[config.mk]
export PLATFORM = sky130hd
export DESIGN_NAME = tt_um_koggestone_sub8
export DESIGN_NICKNAME = d
export VERILOG_FILES = /design/src/rtl/tt_um_koggestone_sub8_pkg.sv /design/src/rtl/ks_prefix_cell.sv /design/src/rtl/tt_um_koggestone_sub8.sv
export SDC_FILE = /design/constraint.sdc
export NUM_CORES = 1
export LEC_CHECK = 0
export ABC_AREA = 1
export BUFFER_PORTS_ARGS = -buffer_cell sky130_fd_sc_hd__buf_2
export CAP_MARGIN = 20
export CORE_MARGIN = 5
export CORE_UTILIZATION = 59
export CTS_BUF_LIST = sky130_fd_sc_hd__clkbuf_16
export DETAILED_ROUTE_END_ITERATION = 8
export GPL_TIMING_DRIVEN = 0
export HOLD_SLACK_MARGIN = 0.1
export PLACE_DENSITY = 0.85
export RECOVER_POWER = 50
export SLEW_MARGIN = 10
export SYNTH_ARGS = -nofsm -noshare
export SYNTH_HDL_FRONTEND = slang
export SYNTH_SLANG_ARGS = --single-unit
[constraint.sdc]
create_clock -name clk -period 3 [get_ports clk]
set_input_delay 0.15 -clock clk [delete_from_list [all_inputs] [get_ports clk]]
set_output_delay 0.15 -clock clk [all_outputs]
set_load 0.1 [all_outputs]
[src/rtl/tt_um_koggestone_sub8_pkg.sv]
// tt_um_koggestone_sub8_pkg: FSM state encoding and control/status bit positions
package tt_um_koggestone_sub8_pkg;
    typedef enum logic [1:0] {IDLE, PG, SUM, DONE} state_t;
    localparam int IN_LOAD_A = 0;
    localparam int IN_LOAD_B = 1;
    localparam int IN_START = 2;
    localparam int IN_OUT_SEL = 3;
    localparam int OUT_ZERO = 4;
    localparam int OUT_BORROW = 5;
    localparam int OUT_DONE = 6;
    localparam int OUT_BUSY = 7;
endpackage

[src/rtl/ks_prefix_cell.sv]
// ks_prefix_cell: Kogge-Stone black cell combining a higher span with the span below it
module ks_prefix_cell (
    input  logic g_hi,
    input  logic p_hi,
    input  logic g_lo,
    input  logic p_lo,
    output logic g,
    output logic p
);
    assign g = g_hi | (p_hi & g_lo);
    assign p = p_hi & p_lo;
endmodule

[src/rtl/tt_um_koggestone_sub8.sv]
// tt_um_koggestone_sub8: 8-bit A-B via a two-stage pipelined Kogge-Stone adder (A + ~B + 1)
module tt_um_koggestone_sub8
    import tt_um_koggestone_sub8_pkg::*;
(
    input  logic       clk,
    input  logic       rst_n,
    input  logic       ena,
    input  logic [7:0] ui_in,
    input  logic [7:0] uio_in,
    output logic [7:0] uo_out,
    output logic [7:0] uio_out,
    output logic [7:0] uio_oe
);
    state_t state;
    logic [7:0] a, b, d, bn, g0, p0, g1, p1, g2, p2, g2_q, p2_q, g3, p3, d_next;
    logic borrow, zero, ovf, busy, done, ld_a, ld_b, ld, start, unused;
    assign ld_a = uio_in[IN_LOAD_A];
    assign ld_b = uio_in[IN_LOAD_B];
    assign ld = ld_a | ld_b;
    assign start = uio_in[IN_START];
    assign bn = ~b;
    assign p0 = a ^ bn;
    // cin=1 folded into bit 0: generate there becomes a0 | ~b0
    assign g0 = (a & bn) | {7'b0, p0[0]};
    for (genvar i = 0; i < 8; i++) begin : g_net
        if (i >= 1) begin : g_l1
            ks_prefix_cell u_c (.g_hi(g0[i]), .p_hi(p0[i]), .g_lo(g0[i-1]), .p_lo(p0[i-1]), .g(g1[i]), .p(p1[i]));
        end else begin : g_b1
            assign g1[i] = g0[i];
            assign p1[i] = p0[i];
        end
        if (i >= 2) begin : g_l2
            ks_prefix_cell u_c (.g_hi(g1[i]), .p_hi(p1[i]), .g_lo(g1[i-2]), .p_lo(p1[i-2]), .g(g2[i]), .p(p2[i]));
        end else begin : g_b2
            assign g2[i] = g1[i];
            assign p2[i] = p1[i];
        end
        if (i >= 4) begin : g_l3
            ks_prefix_cell u_c (.g_hi(g2_q[i]), .p_hi(p2_q[i]), .g_lo(g2_q[i-4]), .p_lo(p2_q[i-4]), .g(g3[i]), .p(p3[i]));
        end else begin : g_b3
            assign g3[i] = g2_q[i];
            assign p3[i] = p2_q[i];
        end
    end
    assign d_next = p0 ^ {g3[6:0], 1'b1};
    always_ff @(posedge clk or negedge rst_n) begin
        if (!rst_n) begin
            state <= IDLE;
            a <= '0;
            b <= '0;
            g2_q <= '0;
            p2_q <= '0;
            d <= '0;
            borrow <= 1'b0;
            zero <= 1'b0;
            ovf <= 1'b0;
        end else begin
            case (state)
                IDLE, DONE: begin
                    if (ld_a) a <= ui_in;
                    if (ld_b) b <= ui_in;
                    state <= ld ? IDLE : start ? PG : state;
                end
                PG: begin
                    g2_q <= g2;
                    p2_q <= p2;
                    state <= SUM;
                end
                SUM: begin
                    d <= d_next;
                    borrow <= ~g3[7];
                    zero <= d_next == 8'h00;
                    ovf <= (a[7] ^ b[7]) & (d_next[7] ^ a[7]);
                    state <= DONE;
                end
                default: state <= IDLE;
            endcase
        end
    end
    assign busy = (state == PG) || (state == SUM);
    assign done = state == DONE;
    assign uo_out = uio_in[IN_OUT_SEL] ? {4'b0, ovf, zero, borrow, done} : d;
    always_comb begin
        uio_out = '0;
        uio_out[OUT_BUSY] = busy;
        uio_out[OUT_DONE] = done;
        uio_out[OUT_BORROW] = borrow;
        uio_out[OUT_ZERO] = zero;
    end
    assign uio_oe = 8'hF0;
    assign unused = &{1'b0, ena, uio_in[7:4], p3};
endmodule

==> flow_summary.toml, run 1 <==
[grt]
gr-total-overflow = 0
track_usage_pct = 18.1
grt_pass1_vias = 1694
antenna_found_initial = 0
grt_max_degree = 42
grt_first_pass_wirelength_mm = 7.38

[floorplan]
start_util_pct = 60.1
pin_count = 43
core_area_um2 = 3630
die_w_um = 70.8
die_y_um = 70.8
rows = 22
dieArea_um2 = 5010

[hold_path]
worstHoldPathType = "in2reg"

[synth]
syn_inst = 265
syn_avg_cell_area_um2 = 8.23
ys_warn_count = 0
synthTopCellsByArea = "dfrtp_1 (47%), nand2_1 (12%), inv_1 (7.1%), o21ai_0 (6.9%), ha_1 (6.3%)"
yosysSeqAreaShare_pct = 47.0
ys_ff_latch = 41
synth_top_area_share_pct = 47.0
netlist_area_um2 = 2180
ys_types = 28
synth_largest_area_cell = "dfrtp_1"

[detailed_routing]
num_vias = 1718
drc = 0
first_pass_iters = 4
wire_per_inst_um = 11.5
ant_nets = 0
drtIter0Drc = 138
viasPerCell = 4.81
wl_mm = 4.10

[sta]
worst_slew_pin_slew_ps = 887
hold_ws_ps = 112
setup_tns_ps = 0
post-route-min-period_ps = 1880
finalCritPeriodShare_pct = 62.7
setup_viol = 0
finClkSkew_ps = 3.33
timing.fmax_mhz = 532
slew_viol_final = 0
hold_viol = 0
slew_headroom_pct = 40.8
grt_setup_unrepaired = "no"

[clock_tree]
clk_latency_ps = 280
path_clk_slew_ps = 50
clock_path_buffers = 2
htreeDepth = 2
cts_tree = "done"
cts_sinks = 41
ctsRootBufferMaster = "clkbuf_16"
numCtsBuffers = 5

[critical_path]
worstSetupPathType = "reg2out"
rr_worst_depth = 6
timing.rr.end = "g2_q[3]$_DFFE_PN0N_"
endpoint = "uio_out[7]"
startpoint_type = "flip-flop"
crit_fanout = 4
cp-startpoint = "state[0]$_DFFE_PN0P_"
cp.required_ps = 2850
ff2ff_setup_slack_ps = 1530
crit_arrival_ps = 1730
rr_startpoint = "state[1]$_DFFE_PN0P_"
cp-end-kind = "output pin"

[finish]
finish.net_count = 338
fillers = 303
drive_gt1_share_pct = 18.1
instances_no_fill = 357
diodes = 0
syn2layout_area_growth_pct = 16.8

[placement]
dpl.hpwl_mm = 3.05
routabilityCongestion = 0.846
placedCellCount = 348
io_buffers = 25

[job]
maxCapViolCount = 0

[outcome]
outcome = "complete, no violations"
## critical path, stage by stage (launching register included)
cell     delay (ps)
dfrtp_1         380
inv_1            70
ha_1            340
inv_1           140
buf_4           120
buf_2           410
## kinds of logic (layout without fill, tap and decap cells)
family,Yosys count,count (layout),share of synthesized area [%]
adders and majority gates,11,11,6.31
buffers and inverters,65,99,15.0
other,2,12,0.344
xor gates and xnor gates,2,2,0.803
muxes,1,1,0.516
and+or+nand+nor,95,95,17.7
AOI/OAI and AO/OA,48,48,12.4
DFF,41,41,47.0
## registers in the layout, summed over array words and instances (netlist names)
name	count
zero	1
state	2
borrow	1
b	8
a	8
p2_q	4
ovf	1
g2_q	8
d	8
## layer usage
layer,vias to the layer above,share of wire [%],GRT usage [%]
met5,-,0,0
met4,0,1.6,5.85
met3,8,4.9,4.97
met2,36,50,31.3
met1,774,44,22.0
li1,900,-,-
## area by class of cell
cell class,instances,area (µm²),share of cell area (%)
Clock buffer,5,125,4.91
Inverter,43,161,6.33
Buffer,22,163,6.38
Multi-Input combinational cell,169,867,34.0
Tap cell,48,60.1,2.36
Sequential cell,41,1030,40.3
Clock inverter,3,11.3,0.442
Timing Repair Buffer,26,135,5.30
## stage by stage
| step | util (%) | instance area (µm²) | setup slack (ps) |
|---|---|---|---|
| after global placement | 66.2 | 2400 | 1440 |
| after detailed placement | 66.2 | 2400 | 1420 |
| final | 70.1 | 2550 | 1120 |
| after global routing | 70.1 | 2550 | 1030 |
| after CTS | 70.2 | 2550 | 1120 |
| after floorplan | - | 2220 | 407 |
## cells in the final DEF (no fill, tap or decap), types with 2 or more instances in the layout
cell type and count:
a31oi_1 2, a21oi_1 6, nand3_1 8, dfrtp_1 41, conb_1 12, clkbuf_1 2
o221ai_1 3, buf_2 26, o21a_1 2, inv_1 44, o31ai_1 2, inv_2 2
nor2_1 13, buf_6 2, nand2_1 69, clkbuf_16 5, ha_1 11, o21ai_0 30
buf_4 17
## worst min-delay path by stage
stage	from	to	slack [ps]	cells after the start
floorplan	rst_n	a[0]$_DFFE_PN0P_	-150	0
global placement	rst_n	d[2]$_DFFE_PN0P_	310	1
detailed placement	rst_n	d[2]$_DFFE_PN0P_	320	1
CTS	uio_in[2]	state[1]$_DFFE_PN0P_	110	4
global route	uio_in[2]	state[1]$_DFFE_PN0P_	130	4
finish	uio_in[2]	state[1]$_DFFE_PN0P_	110	4
## timing repair
item | CTS | global route
hold buffers | 1 | 0
hold endpoints to repair | 41 | 0
gates resized for setup | 0 | 0
setup buffers | 0 | 0
## Yosys cell counts, drive strengths merged
cell type and instances:
conb 2, nor4 1, xor2 1, o31ai 2, or2 1, dfrtp 41, a31oi 2, o221ai 3
ha 11, nand2 70, nor3b 1, nor3 1, o22ai 1, mux2 1, o21ai 30, a22oi 1
o21a 2, o21bai 1, nand3 8, xnor2 1, nor2 13, inv 43, a21oi 6, buf 22
Power of run 1 is not shown: default switching activity piles up to over one toggle a cycle in this logic, so the estimate is an artifact.
==> run 2: changes to the inputs <==
- CORE_UTILIZATION: 59 -> 49
- PLACE_DENSITY: 0.85 -> 0.75
- clock period: 3 -> 1.7 ns (I/O delays scaled with it)
==> run 2 against run 1 <==
Compared with the run above:
- routed wire length hardly changed
- global-route usage is 2.7 points lower
- register-to-register slack worse by 1300 ps
- clock skew is 0.98 ps higher
- final area is 5.6% higher
- flip-flop and latch count stayed put
- final cell count is 4.2% higher
- non-clock buffer count is 11 higher
- count of clock-buffer cells in the layout stayed put
- hold slack better by 370 ps
- highest routed layer unchanged
==> flow_summary.toml, run 2 (synthesis results as in run 1) <==
[placement]
routabilityCongestion = 0.843
dpl.hpwl_mm = 3.06
dpl_cell_area_um2 = 2420
placedCellCount = 352
io_buffers = 25

[critical_path]
worstSetupPathType = "reg2out"
rr_worst_depth = 6
timing.rr.end = "b[5]$_DFFE_PN0P_"
rr_startpoint = "state[0]$_DFFE_PN0P_"
crit_arrival_ps = 1550
startpoint_type = "flip-flop"
cp-startpoint = "state[0]$_DFFE_PN0P_"
ff2ff_setup_slack_ps = 250
cp.required_ps = 1620
crit_fanout = 4
cp-end-kind = "output pin"

[detailed_routing]
viasPerCell = 4.55
first_pass_iters = 4
num_vias = 1692
ant_nets = 0
wire_per_inst_um = 11.0
drtIter0Drc = 58
wl_mm = 4.10
drc = 0

[grt]
grt_first_pass_wirelength_mm = 7.52
grt_max_degree = 42
gr-total-overflow = 0
antenna_found_initial = 0
track_usage_pct = 15.4
grt_pass1_vias = 1690

[sta]
grt_setup_unrepaired = "no"
setup_viol = 0
hold_viol = 0
worst_slew_pin_slew_ps = 1010
finalCritPeriodShare_pct = 96.0
timing.fmax_mhz = 613
finClkSkew_ps = 4.30
post-route-min-period_ps = 1630
slew_headroom_pct = 32.9
slew_viol_final = 0

[finish]
layout_commonest_cell = "nand2_1"
final_cell_mix = "nand2_1 (69), inv_1 (41), dfrtp_1 (41)"
drive_gt1_share_pct = 20.0
utilization_pct = 62.3
seq_area_um2 = 1030
multi_input_area_um2 = 882
diodes = 0
instances_no_fill = 372
fillers = 373
syn2layout_area_growth_pct = 23.4
finish.net_count = 349
final_area_um2 = 2690

[clock_tree]
postCtsSetupBuffers = 0
numCtsBuffers = 5
clock_path_buffers = 2
htreeDepth = 2
cts_sinks = 41
clk_latency_ps = 280
path_clk_slew_ps = 60
ctsRootBufferMaster = "clkbuf_16"
cts_tree = "done"

[hold_path]
hp-start = "b[4]$_DFFE_PN0P_"
worstHoldPathType = "reg2reg"
min_to = "b[4]$_DFFE_PN0P_"
holdPathStages = 2

[floorplan]
start_util_pct = 50.5
die_w_um = 76.7
pin_count = 43
rows = 24
dieArea_um2 = 5890
core_area_um2 = 4320
die_y_um = 76.7

[outcome]
outcome = "complete, no violations"

[job]
maxCapViolCount = 0
-- run 2: cell types whose count changed in the layout (fill, tap and decap cells not counted), sizes merged --
cell / delta
dlygate4sd3: +11
clkbuf: +3
buf: -3
inv: -3
clkinv: +3
-- run 2: worst max-delay path, stage by stage (launching register included) --
cell     delay (ps)
dfrtp_1         390
inv_1            70
ha_1            340
inv_1           140
buf_4           140
buf_8           180
-- run 2: timing repair --
item | in CTS | in global routing
hold buffers | 12 | 0
hold endpoints to repair | 59 | 0
gates resized for setup | 2 | 1
setup endpoints to repair | 1 | 1
-- run 2: metal layers --
metal,GRT usage (%),up-vias,part of all wire [%]
met1,19.4,750,46
met2,25.1,30,48
met4,6.82,0,0.95
met5,0,-,0
li1,-,909,-
met3,3.63,3,4.9
-- run 2: worst max path at each step --
stage                       endpoint
after detailed placement  uio_out[7]
after floorplan            uo_out[2]
after global placement    uio_out[7]
after CTS                 uio_out[7]
final                     uio_out[7]
after global routing      uio_out[7]
-- run 2: cell type report --
cell class                      instances  area share, %
Sequential cell                        41           38.1
Multi-Input combinational cell        169           32.8
Timing Repair Buffer                   37           9.48
Buffer                                 22           6.13
Inverter                               43           5.99
Clock buffer                            5           4.65
Tap cell                               52           2.42
Clock inverter                          3          0.465
-- run 2: per-stage QoR --
step                setup TNS, ps  hold slack, ps  setup slack [ps]
floorplan                   -70.2            -211             -70.2
CTS                             0             484              52.4
global placement                0             255               203
finish                          0             483              67.4
detailed placement              0             264               173
global route                    0             508              6.46
Power of run 2 is left out for the same reason.
==> run 3: changes to the inputs <==
- GPL_TIMING_DRIVEN: 0 -> unset
==> run 3 against run 2 <==
Compared with the run above:
- global-route usage is 0.32 points lower
- flip-flop and latch count stayed put
- sequential share of layout area is 2.1 points higher
- routed wire length about the same
- highest routed layer unchanged
==> flow_summary.toml, run 3 (synthesis results as in run 1) <==
[outcome]
outcome = "complete, no violations"

[clock_tree]
clock_path_buffers = 2
numCtsBuffers = 5
path_clk_slew_ps = 60
clk_latency_ps = 280
cts_sinks = 41
ctsRootBufferMaster = "clkbuf_16"
htreeDepth = 2
cts_tree = "done"
cts_resized = 0
postCtsSetupBuffers = 0

[sta]
slew_viol_final = 0
hold_viol = 0
finClkSkew_ps = 7.21
setup_viol = 0
finalCritPeriodShare_pct = 90.2
post-route-min-period_ps = 1530
grt_setup_unrepaired = "no"
timing.fmax_mhz = 652
slew_headroom_pct = 31.7
worst_slew_pin_slew_ps = 1020

[critical_path]
crit_arrival_ps = 1450
cpPeakStageDelay_ps = 410
path_buf_inv = 1
cp.required_ps = 1620
startpoint_type = "flip-flop"
cp-end-kind = "output pin"
crit_fanout = 4
cp_cell_sequence = "ha_1 > mux2_2 > buf_2"
cp_top_family = "flip-flops"
cpMaxStageDelayCell = "dfrtp_1"
rr_startpoint = "state[0]$_DFFE_PN0P_"
cp-startpoint = "state[1]$_DFFE_PN0P_"
ff2ff_setup_slack_ps = 230
worstSetupPathType = "reg2out"

[floorplan]
core_area_um2 = 4320
die_y_um = 76.7
pin_count = 43
rows = 24
die_w_um = 76.7
dieArea_um2 = 5890
start_util_pct = 50.5

[grt]
grt_first_pass_wirelength_mm = 7.31
grt_pass1_vias = 1665
antenna_found_initial = 0
grt_max_degree = 42
track_usage_pct = 15.1
gr-total-overflow = 0

[detailed_routing]
ant_nets = 0
num_vias = 1660
first_pass_iters = 4
drc = 0
drtIter0Drc = 52
viasPerCell = 4.70
wire_per_inst_um = 11.6
wl_mm = 4.09

[job]
maxCapViolCount = 0

[placement]
placedCellCount = 333
dpl_cell_area_um2 = 2310
io_buffers = 25
dpl.hpwl_mm = 2.95
routabilityCongestion = 0.829

[finish]
layout_commonest_cell = "nand2_1"
utilization_pct = 59.1
fillers = 391
final_cell_mix = "nand2_1 (69), inv_1 (42), dfrtp_1 (41)"
diodes = 0
drive_gt1_share_pct = 15.3
finish.net_count = 330
syn2layout_area_growth_pct = 17.0
instances_no_fill = 353
final_area_um2 = 2550

[hold_path]
hp-start = "d[4]$_DFFE_PN0P_"
worstHoldPathType = "reg2reg"
-- run 3: changes by cell type in the layout (fill, tap and decap cells not counted), moves of 2 or more --
cell,delta
buf_4,-15
buf_2,-3
buf_6,-2
clkinv_1,-2
-- run 3: metrics by stage --
| step | setup slack, ps | setup TNS (ps) | hold WS, ps |
|---|---|---|---|
| floorplan | -70.2 | -70.2 | -211 |
| global placement | 282 | 0 | 72.3 |
| detailed placement | 232 | 0 | 74.0 |
| CTS | 159 | 0 | 306 |
| global route | 74.7 | 0 | 498 |
| finish | 167 | 0 | 478 |
-- run 3: per-layer routing --
metal  vias to the layer above  global-route usage [%]  routed length, µm
met5                         -                       0                  0
met4                         0                    4.72                 55
met3                         5                    4.92                215
met2                        31                    24.5               1860
met1                       749                    19.1               1960
li1                        875                       -                  -
-- run 3: worst paths after layout --
kind                                     to  cells after the start
setup / recovery                  uo_out[0]                      3
hold / removal             d[4]$_DFFE_PN0P_                      1
setup reg to reg           a[4]$_DFFE_PN0P_                      5
hold reg to reg            d[4]$_DFFE_PN0P_                      1
max in group asynchronous  b[7]$_DFFE_PN0P_                      3
min in group asynchronous  d[5]$_DFFE_PN0P_                      3
-- run 3: cell type report --
cell class / count / area, µm² / share of cell area (%)
clock buffer: 5 / 125 / 4.90
multi-input combinational: 169 / 882 / 34.5
tap: 52 / 65.1 / 2.55
clock inverter: 3 / 13.8 / 0.539
inverter: 43 / 161 / 6.32
timing repair buffer: 40 / 280 / 11.0
sequential: 41 / 1030 / 40.2
-- run 3: what timing repair did --
item                                    CTS  global route
hold buffers                             12             0
endpoints found under the hold margin    59             0
endpoints found under the setup margin    0             0
Power of run 3 is left out for the same reason.
